## src/rtl/key_scan_ctrl.sv

```systemverilog
// TM1638 key-scan scheduler, serial debouncer and press/release event FIFO.
// Define KEY_SCAN_TIMEOUT_EN to abandon a scan request after SCAN_TIMEOUT cycles.
module key_scan_ctrl #(
  parameter int NUM_KEYS         = 8,
  parameter int SAMPLE_PERIOD    = 100000,
  parameter int DEBOUNCE_SAMPLES = 4,
  parameter int FIFO_DEPTH       = 4,
  parameter int SCAN_TIMEOUT     = 1000
) (
  input  logic                        i_Clk,
  input  logic                        i_Rst,
  output logic                        o_Scan_Req,
  input  logic                        i_Scan_Valid,
  input  logic [NUM_KEYS-1:0]         i_Scan_Keys,
  output logic [NUM_KEYS-1:0]         o_Keys_Stable,
  output logic                        o_Event_Valid,
  input  logic                        i_Event_Ready,
  output logic                        o_Event_Pressed,
  output logic [$clog2(NUM_KEYS)-1:0] o_Event_Key,
  output logic                        o_Overflow,
  output logic                        o_Timeout
);

  localparam int KW = $clog2(NUM_KEYS);
  localparam int PW = $clog2(SAMPLE_PERIOD);
  localparam int AW = $clog2(FIFO_DEPTH);
  localparam int CW = AW + 1;
  localparam int EW = KW + 1;

  typedef enum logic [1:0] {
    IDLE,
    REQ,
    PROCESS
  } state_t;

  state_t state, state_nx;

  logic [PW-1:0]       per_cnt;
  logic [KW-1:0]       idx;
  logic [NUM_KEYS-1:0] raw_q;
  logic [NUM_KEYS-1:0] stable;
  logic [3:0]          dcnt [NUM_KEYS];

  logic per_done;
  logic last_key;
  logic tmo;

  assign per_done = per_cnt == PW'(SAMPLE_PERIOD - 1);
  assign last_key = idx == KW'(NUM_KEYS - 1);

`ifdef KEY_SCAN_TIMEOUT_EN
  localparam int TW = $clog2(SCAN_TIMEOUT + 1);
  logic [TW-1:0] tcnt;
  logic          tmo_q;

  assign tmo       = tcnt == TW'(SCAN_TIMEOUT - 1);
  assign o_Timeout = tmo_q;

  always_ff @(posedge i_Clk) begin
    if (i_Rst) begin
      tcnt  <= '0;
      tmo_q <= 1'b0;
    end else begin
      tcnt  <= (state == REQ) ? tcnt + TW'(1) : '0;
      tmo_q <= (state == REQ) && !i_Scan_Valid && tmo;
    end
  end
`else
  assign tmo       = 1'b0;
  assign o_Timeout = 1'b0;
`endif

  always_ff @(posedge i_Clk) begin
    if (i_Rst) state <= IDLE;
    else       state <= state_nx;
  end

  always_comb begin
    state_nx = state;
    unique case (state)
      IDLE:    if (per_done) state_nx = REQ;
      REQ: begin
        if (i_Scan_Valid) state_nx = PROCESS;
        else if (tmo)     state_nx = IDLE;
      end
      PROCESS: if (last_key) state_nx = IDLE;
      default: state_nx = IDLE;
    endcase
  end

  assign o_Scan_Req = state == REQ;

  // One counter/comparator shared by all keys, steered by idx.
  logic       raw_k;
  logic       differ;
  logic [3:0] inc;
  logic       flip;

  assign raw_k  = raw_q[idx];
  assign differ = raw_k ^ stable[idx];
  assign inc    = dcnt[idx] + 4'd1;
  assign flip   = (state == PROCESS) && differ
               && (inc == 4'(DEBOUNCE_SAMPLES));

  always_ff @(posedge i_Clk) begin
    if (i_Rst) begin
      per_cnt <= '0;
      idx     <= '0;
      raw_q   <= '0;
      stable  <= '0;
      for (int i = 0; i < NUM_KEYS; i++) dcnt[i] <= '0;
    end else begin
      per_cnt <= (state == IDLE && !per_done) ? per_cnt + PW'(1) : '0;
      if (state == REQ && i_Scan_Valid) raw_q <= i_Scan_Keys;
      if (state == PROCESS) begin
        idx <= last_key ? '0 : idx + KW'(1);
        if (!differ) begin
          dcnt[idx] <= '0;
        end else if (flip) begin
          stable[idx] <= raw_k;
          dcnt[idx]   <= '0;
        end else begin
          dcnt[idx] <= inc;
        end
      end
    end
  end

  assign o_Keys_Stable = stable;

  logic [EW-1:0] mem [FIFO_DEPTH];
  logic [AW-1:0] wp, rp;
  logic [CW-1:0] cnt;
  logic          full, pop, wr, ovf;

  assign full = cnt == CW'(FIFO_DEPTH);
  assign pop  = o_Event_Valid && i_Event_Ready;
  // A full FIFO still accepts a push when the head leaves in the same cycle.
  assign wr   = flip && (!full || pop);

  always_ff @(posedge i_Clk) begin
    if (i_Rst) begin
      wp  <= '0;
      rp  <= '0;
      cnt <= '0;
      ovf <= 1'b0;
      for (int i = 0; i < FIFO_DEPTH; i++) mem[i] <= '0;
    end else begin
      if (wr) begin
        mem[wp] <= {raw_k, idx};
        wp      <= wp + AW'(1);
      end
      if (pop) rp <= rp + AW'(1);
      if (flip && full && !pop) ovf <= 1'b1;
      unique case ({wr, pop})
        2'b10:   cnt <= cnt + CW'(1);
        2'b01:   cnt <= cnt - CW'(1);
        default: cnt <= cnt;
      endcase
    end
  end

  assign o_Event_Valid = cnt != '0;
  assign {o_Event_Pressed, o_Event_Key} = mem[rp];
  assign o_Overflow = ovf;

endmodule
```

## config.mk

```make
export PLATFORM = sky130hd
export DESIGN_NAME = key_scan_ctrl
export DESIGN_NICKNAME = d
export VERILOG_FILES = /design/src/rtl/key_scan_ctrl.sv
export SDC_FILE = /design/constraint.sdc
export NUM_CORES = 1
export LEC_CHECK = 0
export ABC_CLOCK_PERIOD_IN_PS = 4720
export BUFFER_PORTS_ARGS = -buffer_cell sky130_fd_sc_hd__clkbuf_2
export CAP_MARGIN = 20
export CELL_PAD_IN_SITES_DETAIL_PLACEMENT = 1
export CELL_PAD_IN_SITES_GLOBAL_PLACEMENT = 1
export CORE_UTILIZATION = 48
export DETAILED_ROUTE_END_ITERATION = 6
export PLACE_DENSITY_LB_ADDON = 0.2
export SLEW_MARGIN = 20
export SYNTH_ARGS = -nofsm -noshare
export SYNTH_HDL_FRONTEND = slang
export SYNTH_SLANG_ARGS = --single-unit
```

## constraint.sdc

```tcl
create_clock -name i_Clk -period 4.72 [get_ports i_Clk]
set_input_delay 0.708 -clock i_Clk [delete_from_list [all_inputs] [get_ports i_Clk]]
set_output_delay 0.708 -clock i_Clk [all_outputs]
set_load 0.05 [all_outputs]
```

-- Word-level counts from Yosys, hierarchy flattened
Memories as Yosys holds them, arrays and structs flattened. A register that Yosys moved wholly into a read port is not among the register bits.
Index checks and enable logic that the tools add are counted.
- $add $sub $neg: 7
- multiply operators: 0
- divide/modulo/power cells: 0
- order comparisons: 2
- eq/ne operators: 11
- shift operators: 0
- multiplexer cells: 44
- bitwise logic cells: 4
- reductions and logical operators: 21
- operators with widths (kind ; count):
    $mux W1 ; 24
    $add A17 B1 Y17 const B ; 1
    $eq A17 B17 Y1 const B ; 1
    $mux W4 ; 4
    $mux W2 ; 6
    $mux W3 ; 4
    $logic_and A1 B1 Y1 ; 9
    $bwmux W8 ; 1
    $reduce_or A4 Y1 ; 2
    $add A3 B1 Y3 const B ; 2
    $bmux W1 S3 ; 2
    $eq A3 B3 Y1 const B ; 2
    $pmux W2 S3 ; 1
    $pmux W3 S2 ; 1
    $reduce_and A3 Y1 ; 2
    $add A2 B1 Y2 const B ; 2
    $add A4 B1 Y4 const B ; 1
    $eq A2 B1 Y1 const B ; 2
    $eq A2 B2 Y1 const B ; 2
    $eq A4 B3 Y1 const B ; 1
    $lt A3 B4 Y1 const B ; 1
    $ne A2 B2 Y1 const B ; 2
    $demux W1 S3 ; 1
    $ge A3 B1 Y1 const B ; 1
    11 further kinds ; 14
- register bits after elaboration: 46
- latch bits: 0
- RAM bits: 48
- bits in read-only memories: 0
- output and inout port bits: 16
- logic and storage cells: 100
- memories kept: 2
- memory list (memory ; words ; bits a word ; read ports ; clocked after memory_dff ; write ports ; line ; source):
    dcnt ; 8 ; 4 ; 1 ; 1 ; 8 ; 42 ; logic [3:0] dcnt [NUM_KEYS];
    mem ; 4 ; 4 ; 1 ; 1 ; 4 ; 131 ; logic [EW-1:0] mem [FIFO_DEPTH];

-- Depth between registers and ports, before layout
Gate-level depths: netlist of the first run.
- word-level depth: 14
- depth in mapped cells: 16
- depth with buffers taken out: 13

-- Worst setup path after synthesis of the first run
OpenSTA, ideal clock, no wires.
- path type: reg2reg
- from: register (tool-made name)
- to: register cnt[2]
- library setup time: 0.070 ns
- arrival: 3.530 ns
- required time: 4.650 ns
- slack: 1.120 ns
- stages on the path, launching flop included: 17
- clock period less this slack: 3.600 ns
- path through: dfxtp_1 > buf_6 > mux4_2 > mux2i_1 > inv_1 > clkbuf_1 > ha_1 > or2_2 > o211ai_2 > nand3_4 > buf_6 > ha_1 > inv_1 > fa_1 > xor2_1 > or3_1 > a21oi_1
- RTL lines (element ; line ; source):
    end signal, assigned ; 156 ; 2'b10: cnt <= cnt + CW'(1);
    end signal, assigned ; 157 ; 2'b01: cnt <= cnt - CW'(1);
    end signal, assigned ; 158 ; default: cnt <= cnt;
    end, declared ; 133 ; logic [CW-1:0] cnt;

==> results of run 1 <==
through the flow:
step	std cells	instance area [sq um]	power, W
5_1_grt	602	5160	0.00155
3_3_place_gp	586	4970	0.000997
4_1_cts	602	5160	0.00152
3_5_place_dp	586	4970	0.00100
2_1_floorplan	452	4810	0.000981
6_report	602	5160	0.00151
kinds of logic after synthesis:
logic type / after synthesis / synth area share, %
adder cells (fa/ha/maj): 7 / 1.98
buffers and inverters: 39 / 4.03
other: 1 / 0.0780
AO/OA/AOI/OAI: 49 / 7.47
multiplexers: 23 / 8.27
XOR/XNOR: 22 / 4.40
flip-flops: 99 / 51.2
AND/OR/NAND/NOR: 212 / 22.6
sequential cells by signal, summed over array words and instances, names as in the netlist, named ones only:
register	count
idx	3
dcnt	32
raw_q	8
wp	2
state	2
o_Overflow	1
o_Keys_Stable	8
cnt	3
rp	2
mem	16
per_cnt	17
worst max-delay path, delay by kind of cell (launching register included):
family	cells	cell delay, ns
compound gates	2	0.29
xor+xnor	1	0.07
fa+ha+maj	3	0.84
buf+inv	3	0.58
flops	1	0.57
mux	2	0.80
simple gates	3	0.89
final timing paths:
check | end | from | slack, ns | cells after the start
worst min-delay path | raw_q[7] | raw_q[7] | 0.46 | 2
worst min register to register | raw_q[7] | raw_q[7] | 0.46 | 2
worst max register to register | cnt[2] | flip-flop | 0.60 | 14
worst max-delay path | cnt[2] | flip-flop | 0.60 | 14
power by group through the flow:
stage                     clock, W  sequential [W]  combinational, W
after global routing      0.000563        0.000923         0.0000658
after detailed placement         0        0.000941         0.0000601
after CTS                 0.000536        0.000921         0.0000603
after floorplan                  0        0.000936         0.0000456
final                     0.000525        0.000921         0.0000596
after global placement           0        0.000939         0.0000573
Yosys cell counts (10+ instances only):
cell,n
nor2_1,72
clkbuf_1,12
nand2_1,51
nor4_1,16
a21oi_1,15
inv_1,11
nand3_1,14
xnor2_1,11
xor2_1,10
edfxtp_1,48
mux4_2,12
dfxtp_1,51
metal layers:
metal  vias to the layer above  GRT usage [%]  part of all wire [%]
met5                         -              0                     0
met4                         0           10.3                   2.3
met3                        19           3.28                   3.0
met2                        56           37.4                    48
met1                      1671           30.5                    47
li1                       1664              -                     -
area by class of cell:
class | instances | area, sq um | area share, %
clock inverter | 5 | 32.5 | 0.631
clock buffer | 11 | 153 | 2.96
sequential | 99 | 2460 | 47.8
inverter | 12 | 45.0 | 0.874
timing repair buffer | 28 | 145 | 2.81
tap | 133 | 166 | 3.23
multi-input combinational | 314 | 2150 | 41.7
==> reports/metrics.csv, run 1 <==
stage,metric,value,unit
yosys,Cell variety after synth,62,
clock_network,# hold bufs at CTS,0,
detailed_routing,final wirelength,11200,microns
sta,Slew @ Worst Pin,0.719,ns
floorplanning,Core Region,0.00973,sq mm
finish,FILL cells,1099,
critical_path,CP Capture Type,flip-flop,
critical_path,Worst EP arrival,4.41,ns
sta,final hold violations,0,
critical_path,critical path class,flip-flop to flip-flop,
clock_network,Worst-Skew Late Latency,0.36,ns
sta,Clock Skews,0.00722,ns
yosys,#FFs+latches synth,99,
finish,fin nets,483,
clock_network,clk slew on worst S/H paths,0.09,ns
global_routing,antenna violations before repair,0,
power,Clk pwr share,34.9,%
critical_path,CP max stage delay,0.57,ns
finish,ANT cells,0,
detailed_routing,drt initial violations,136,
clock_network,post-CTS setup buffers,0,
power,Int Pwr,0.00116,W
power,PwrDens,292,mW/mm^2
finish,fin util,53.0,%
detailed_routing,WL per Instance,18.6,microns
floorplanning,num rows,36,
sta,post-route minimum period,4.12,ns
yosys,Synthesis Warnings,0,
floorplanning,Vert. Die Dim,102,microns
sta,post-route worst setup slack,0.603,ns
clock_network,Clock Tree Root,clkbuf_8,
power,worst vdd ir,0.135,mV
detailed_routing,drt drc,0,
power,Switch Pwr,0.000348,W
sta,period utilization,87.2,%
placed_design,Buffers on Ports,26,
finish,"most common cell after layout, fill and taps aside",nor2_1,
yosys,"Seq/Total Area, Yosys",51.2,%
finish,most frequent cells in the layout,"72 x nor2_1, 51 x nand2_1, 51 x dfxtp_1",
clock_network,CTS tree,done,
detailed_routing,Vias,3410,
outcome,status,"complete, no violations",
yosys,synthesized area,0.00481,sq mm
critical_path,critical path required time,5.01,ns
floorplanning,die area,0.0104,sq mm
detailed_routing,final antenna-violating net count,0,
sta,pins over their slew limit,0,
yosys,predominant post-synthesis flop cell,dfxtp_1,
placed_design,gpl congestion,0.801,
clock_network,CTS Sinks,99,
finish,Layout area overhead,7.23,%
floorplanning,num ports,28,
clock_network,TritonCTS buffer count,9,
critical_path,crit-path max FO,17,
job,Max-Cap Viols,0,
yosys,Syn Area/Cell,10.6,sq um
sta,final setup fails,0,
global_routing,GRT overflow,0,
sta,fmax,243,MHz
critical_path,crit start category,flip-flop,
sta,RSZ-0062 raised after global routing,no,
yosys,syn nets,471,
global_routing,first-pass GRT wire length,17900,microns
placed_design,post-DP HPWL,8160,microns
clock_network,clock tree buffer depth,2,
yosys,Synth Instances,452,
yosys,synth top area cells,"edfxtp_1 30%, dfxtp_1 21%, nor2_1 5.6%",
yosys,Post-synth EDFFs,48,
sta,Worst Hold Slack,0.461,ns
power,switching power share of the total,23.1,%
global_routing,largest net degree at the start of global routing,36,
hold_path,path type of the worst min-delay path,flip-flop to flip-flop,
yosys,cell taking the most area after synthesis,edfxtp_1,
floorplanning,Initial Util,49.4,%
finish,share of cells above drive strength 1,16.6,%
power,combinational share of power,4.0,%
clock_network,H-tree depth,3,
power,Static Leak,1.69,nW
sta,Max-slew headroom,52.0,%
detailed_routing,iteration count of the initial detailed-routing pass,4,
yosys,Synth top area share,30.0,%
global_routing,vias in the first global route,3474,
clock_network,PostCTS Resize Cnt,0,
floorplanning,die width,102,microns
global_routing,GRT Util Overall,23.0,%
placed_design,setup slack at placement,0.630,ns
sta,final total negative setup slack,0,ns
detailed_routing,Vias/cell,5.66,
yosys,fraction of registers with async set/reset,0,%
critical_path,sequence of cells on the critical path,mux4_2 > mux2i_1 > inv_1 > ha_1 > or2_2 > o211ai_2 > buf_4 > nand3_4 > ha_1 > inv_1 > fa_1 > xor2_1 > or3_1 > a21oi_1,
power,Seq pwr share,61.2,%
critical_path,Worst path slowest cell,dfxtp_1,
No activity file was read; power rests on OpenSTA's default activity.
==> run 2, diff against run 1 <==
--- a/config.mk
+++ b/config.mk
@@ -7,5 +7,5 @@
 export LEC_CHECK = 0
-export ABC_CLOCK_PERIOD_IN_PS = 4720
+export ABC_CLOCK_PERIOD_IN_PS = 4560
 export BUFFER_PORTS_ARGS = -buffer_cell sky130_fd_sc_hd__clkbuf_2
-export CAP_MARGIN = 20
+export CAP_MARGIN = 0
 export CELL_PAD_IN_SITES_DETAIL_PLACEMENT = 1
==> constraint.sdc (replaced) <==
create_clock -name i_Clk -period 4.56 [get_ports i_Clk]
set_input_delay 0.684 -clock i_Clk [delete_from_list [all_inputs] [get_ports i_Clk]]
set_output_delay 0.684 -clock i_Clk [all_outputs]
set_load 0.005 [all_outputs]
==> run 2 against run 1 <==
Effect of this change:
- total power rose by 8.1%
- count of clock-buffer cells in the layout rose by 1
- clock power rose by 18%
- clock skew rose by 0.0014 ns
- non-clock buffer count rose by 1
- worst hold slack got worse by 0.0017 ns
- sequential power rose by 3.5%
- critical path depth fell by 1
- combinational power fell by 4.7%
- first-iteration DRC count rose by 41%
- cell area rose by 0.85%
==> reports/metrics.csv, run 2 (same netlist as run 1, synthesis figures left out) <==
stage,metric,value,unit
outcome,status,"complete, no violations",
clock_network,H-tree depth,3,
placed_design,setup slack at placement,0.613,ns
clock_network,clock tree buffer depth,2,
global_routing,GRT overflow,0,
hold_path,hold worst-path end,raw_q[7],
clock_network,Clock Tree Root,clkbuf_8,
power,Static Leak,1.71,nW
sta,Max-slew headroom,47.7,%
critical_path,CP max stage delay,0.56,ns
sta,Clock Skews,0.00864,ns
critical_path,Worst Path Buf+Inv,2,
finish,ANT cells,0,
global_routing,first-pass GRT wire length,18500,microns
clock_network,CTS tree,done,
power,PwrDens,313,mW/mm^2
detailed_routing,WL per Instance,19.2,microns
placed_design,post-DP HPWL,8400,microns
critical_path,sequence of cells on the critical path,mux4_2 > mux2i_1 > inv_1 > ha_1 > or2_2 > o211ai_2 > nand3_4 > ha_1 > inv_1 > fa_1 > xor2_1 > or3_1 > a21oi_1,
floorplanning,num ports,28,
job,Max-Cap Viols,0,
finish,max reg flops,32,
sta,final setup fails,0,
detailed_routing,drt initial violations,192,
global_routing,largest net degree at the start of global routing,36,
global_routing,antenna violations before repair,0,
critical_path,critical path class,flip-flop to flip-flop,
sta,pins over their slew limit,0,
clock_network,# hold bufs at CTS,0,
sta,final total negative setup slack,0,ns
critical_path,r2r endpoint,cnt[2],
clock_network,Worst-Skew Late Latency,0.38,ns
sta,fmax,251,MHz
floorplanning,Vert. Die Dim,102,microns
floorplanning,die area,0.0104,sq mm
global_routing,vias in the first global route,3498,
finish,"most common cell after layout, fill and taps aside",nor2_1,
clock_network,TritonCTS buffer count,9,
finish,register with the most flip-flops,dcnt,
power,worst vdd ir,0.154,mV
finish,share of cells above drive strength 1,16.8,%
critical_path,CP Capture Type,flip-flop,
clock_network,post-CTS setup buffers,0,
sta,RSZ-0062 raised after global routing,no,
sta,period utilization,87.5,%
finish,most frequent cells in the layout,"72 x nor2_1, 51 x nand2_1, 51 x dfxtp_1",
power,Tot Pwr,0.00163,W
sta,final hold violations,0,
critical_path,crit start category,flip-flop,
placed_design,gpl congestion,0.841,
floorplanning,Core Region,0.00973,sq mm
hold_path,hold_sp,raw_q[7],
detailed_routing,final antenna-violating net count,0,
detailed_routing,final wirelength,11600,microns
finish,fin cells,603,
critical_path,Crit path max-delay family,simple AND/OR/NAND/NOR gates,
hold_path,path type of the worst min-delay path,flip-flop to flip-flop,
detailed_routing,Vias,3478,
detailed_routing,Vias/cell,5.77,
placed_design,Buffers on Ports,26,
detailed_routing,iteration count of the initial detailed-routing pass,6,
finish,Regs by FF count,"dcnt: 32 flops, per_cnt: 17 flops, mem: 16 flops",
critical_path,Worst path slowest cell,dfxtp_1,
critical_path,Reg2Reg Setup Slack,0.57,ns
hold_path,hold depth,2,
sta,Slew @ Worst Pin,0.784,ns
clock_network,PostCTS Resize Cnt,0,
clock_network,clk slew on worst S/H paths,0.09,ns
global_routing,GRT Util Overall,23.9,%
critical_path,critical path required time,4.86,ns
critical_path,crit-path max FO,17,
floorplanning,Initial Util,49.4,%
sta,post-route minimum period,3.99,ns
floorplanning,num rows,36,
critical_path,Worst EP arrival,4.29,ns
finish,Layout area overhead,8.14,%
sta,post-route worst setup slack,0.569,ns
placed_design,Placed Instances,587,
clock_network,CTS Sinks,99,
detailed_routing,drt drc,0,
finish,fin nets,484,
critical_path,R2R cell count,13,
floorplanning,die width,102,microns
[run 2: cell types whose count changed in the layout (fill, tap and decap cells not counted), sizes merged]
cell      delta
bufinv       +1
buf          +1
clkinvlp     +1
clkinv       -1
inv          -2
clkbuf       +1
[run 2: stage by stage]
stage          hold WS [ns]  instance area [sq um]  utilization (%)
3_3_place_gp          0.437                   4980             51.2
6_report              0.459                   5200             53.4
5_1_grt               0.486                   5200             53.4
3_5_place_dp          0.449                   4980             51.2
2_1_floorplan         0.426                   4810                -
4_1_cts               0.463                   5200             53.4
[run 2: worst max-delay path by stage]
stage                   to  cells after the start      start  slack, ns
detailed placement  cnt[2]                     13  flip-flop       0.61
floorplan           cnt[2]                     16  flip-flop       0.96
global placement    cnt[2]                     13  flip-flop       0.87
CTS                 cnt[2]                     13  flip-flop       0.58
finish              cnt[2]                     13  flip-flop       0.57
global route        cnt[2]                     13  flip-flop       0.33
[run 2: cell type report]
type / instances / area, sq um
Fill cell: 1111 / 4530
Sequential cell: 99 / 2460
Multi-Input combinational cell: 314 / 2150
Clock buffer: 12 / 166
Tap cell: 133 / 166
Timing Repair Buffer: 29 / 153
Clock inverter: 4 / 55.1
Inverter: 12 / 45.0
[run 2: metal layers]
| layer | up-vias | track usage (%) | wire length [microns] |
|---|---|---|---|
| li1 | 1666 | - | - |
| met1 | 1718 | 30.7 | 5080 |
| met2 | 77 | 40.4 | 5800 |
| met3 | 17 | 3.21 | 486 |
| met4 | 0 | 10.7 | 209 |
| met5 | - | 0 | 0 |
[run 2: power breakdown]
group          switching (W)  internal, W  leakage [nW]  total (W)
clock               0.000312     0.000305         0.108   0.000618
combinational      0.0000370    0.0000198         0.695  0.0000568
sequential        0.00000774     0.000945         0.905   0.000953
[run 2: tightest hold or removal path: stages (launching register included)]
cell and delay [ns]:
dfxtp_1 0.32, nand2_1 0.05, a21oi_1 0.05
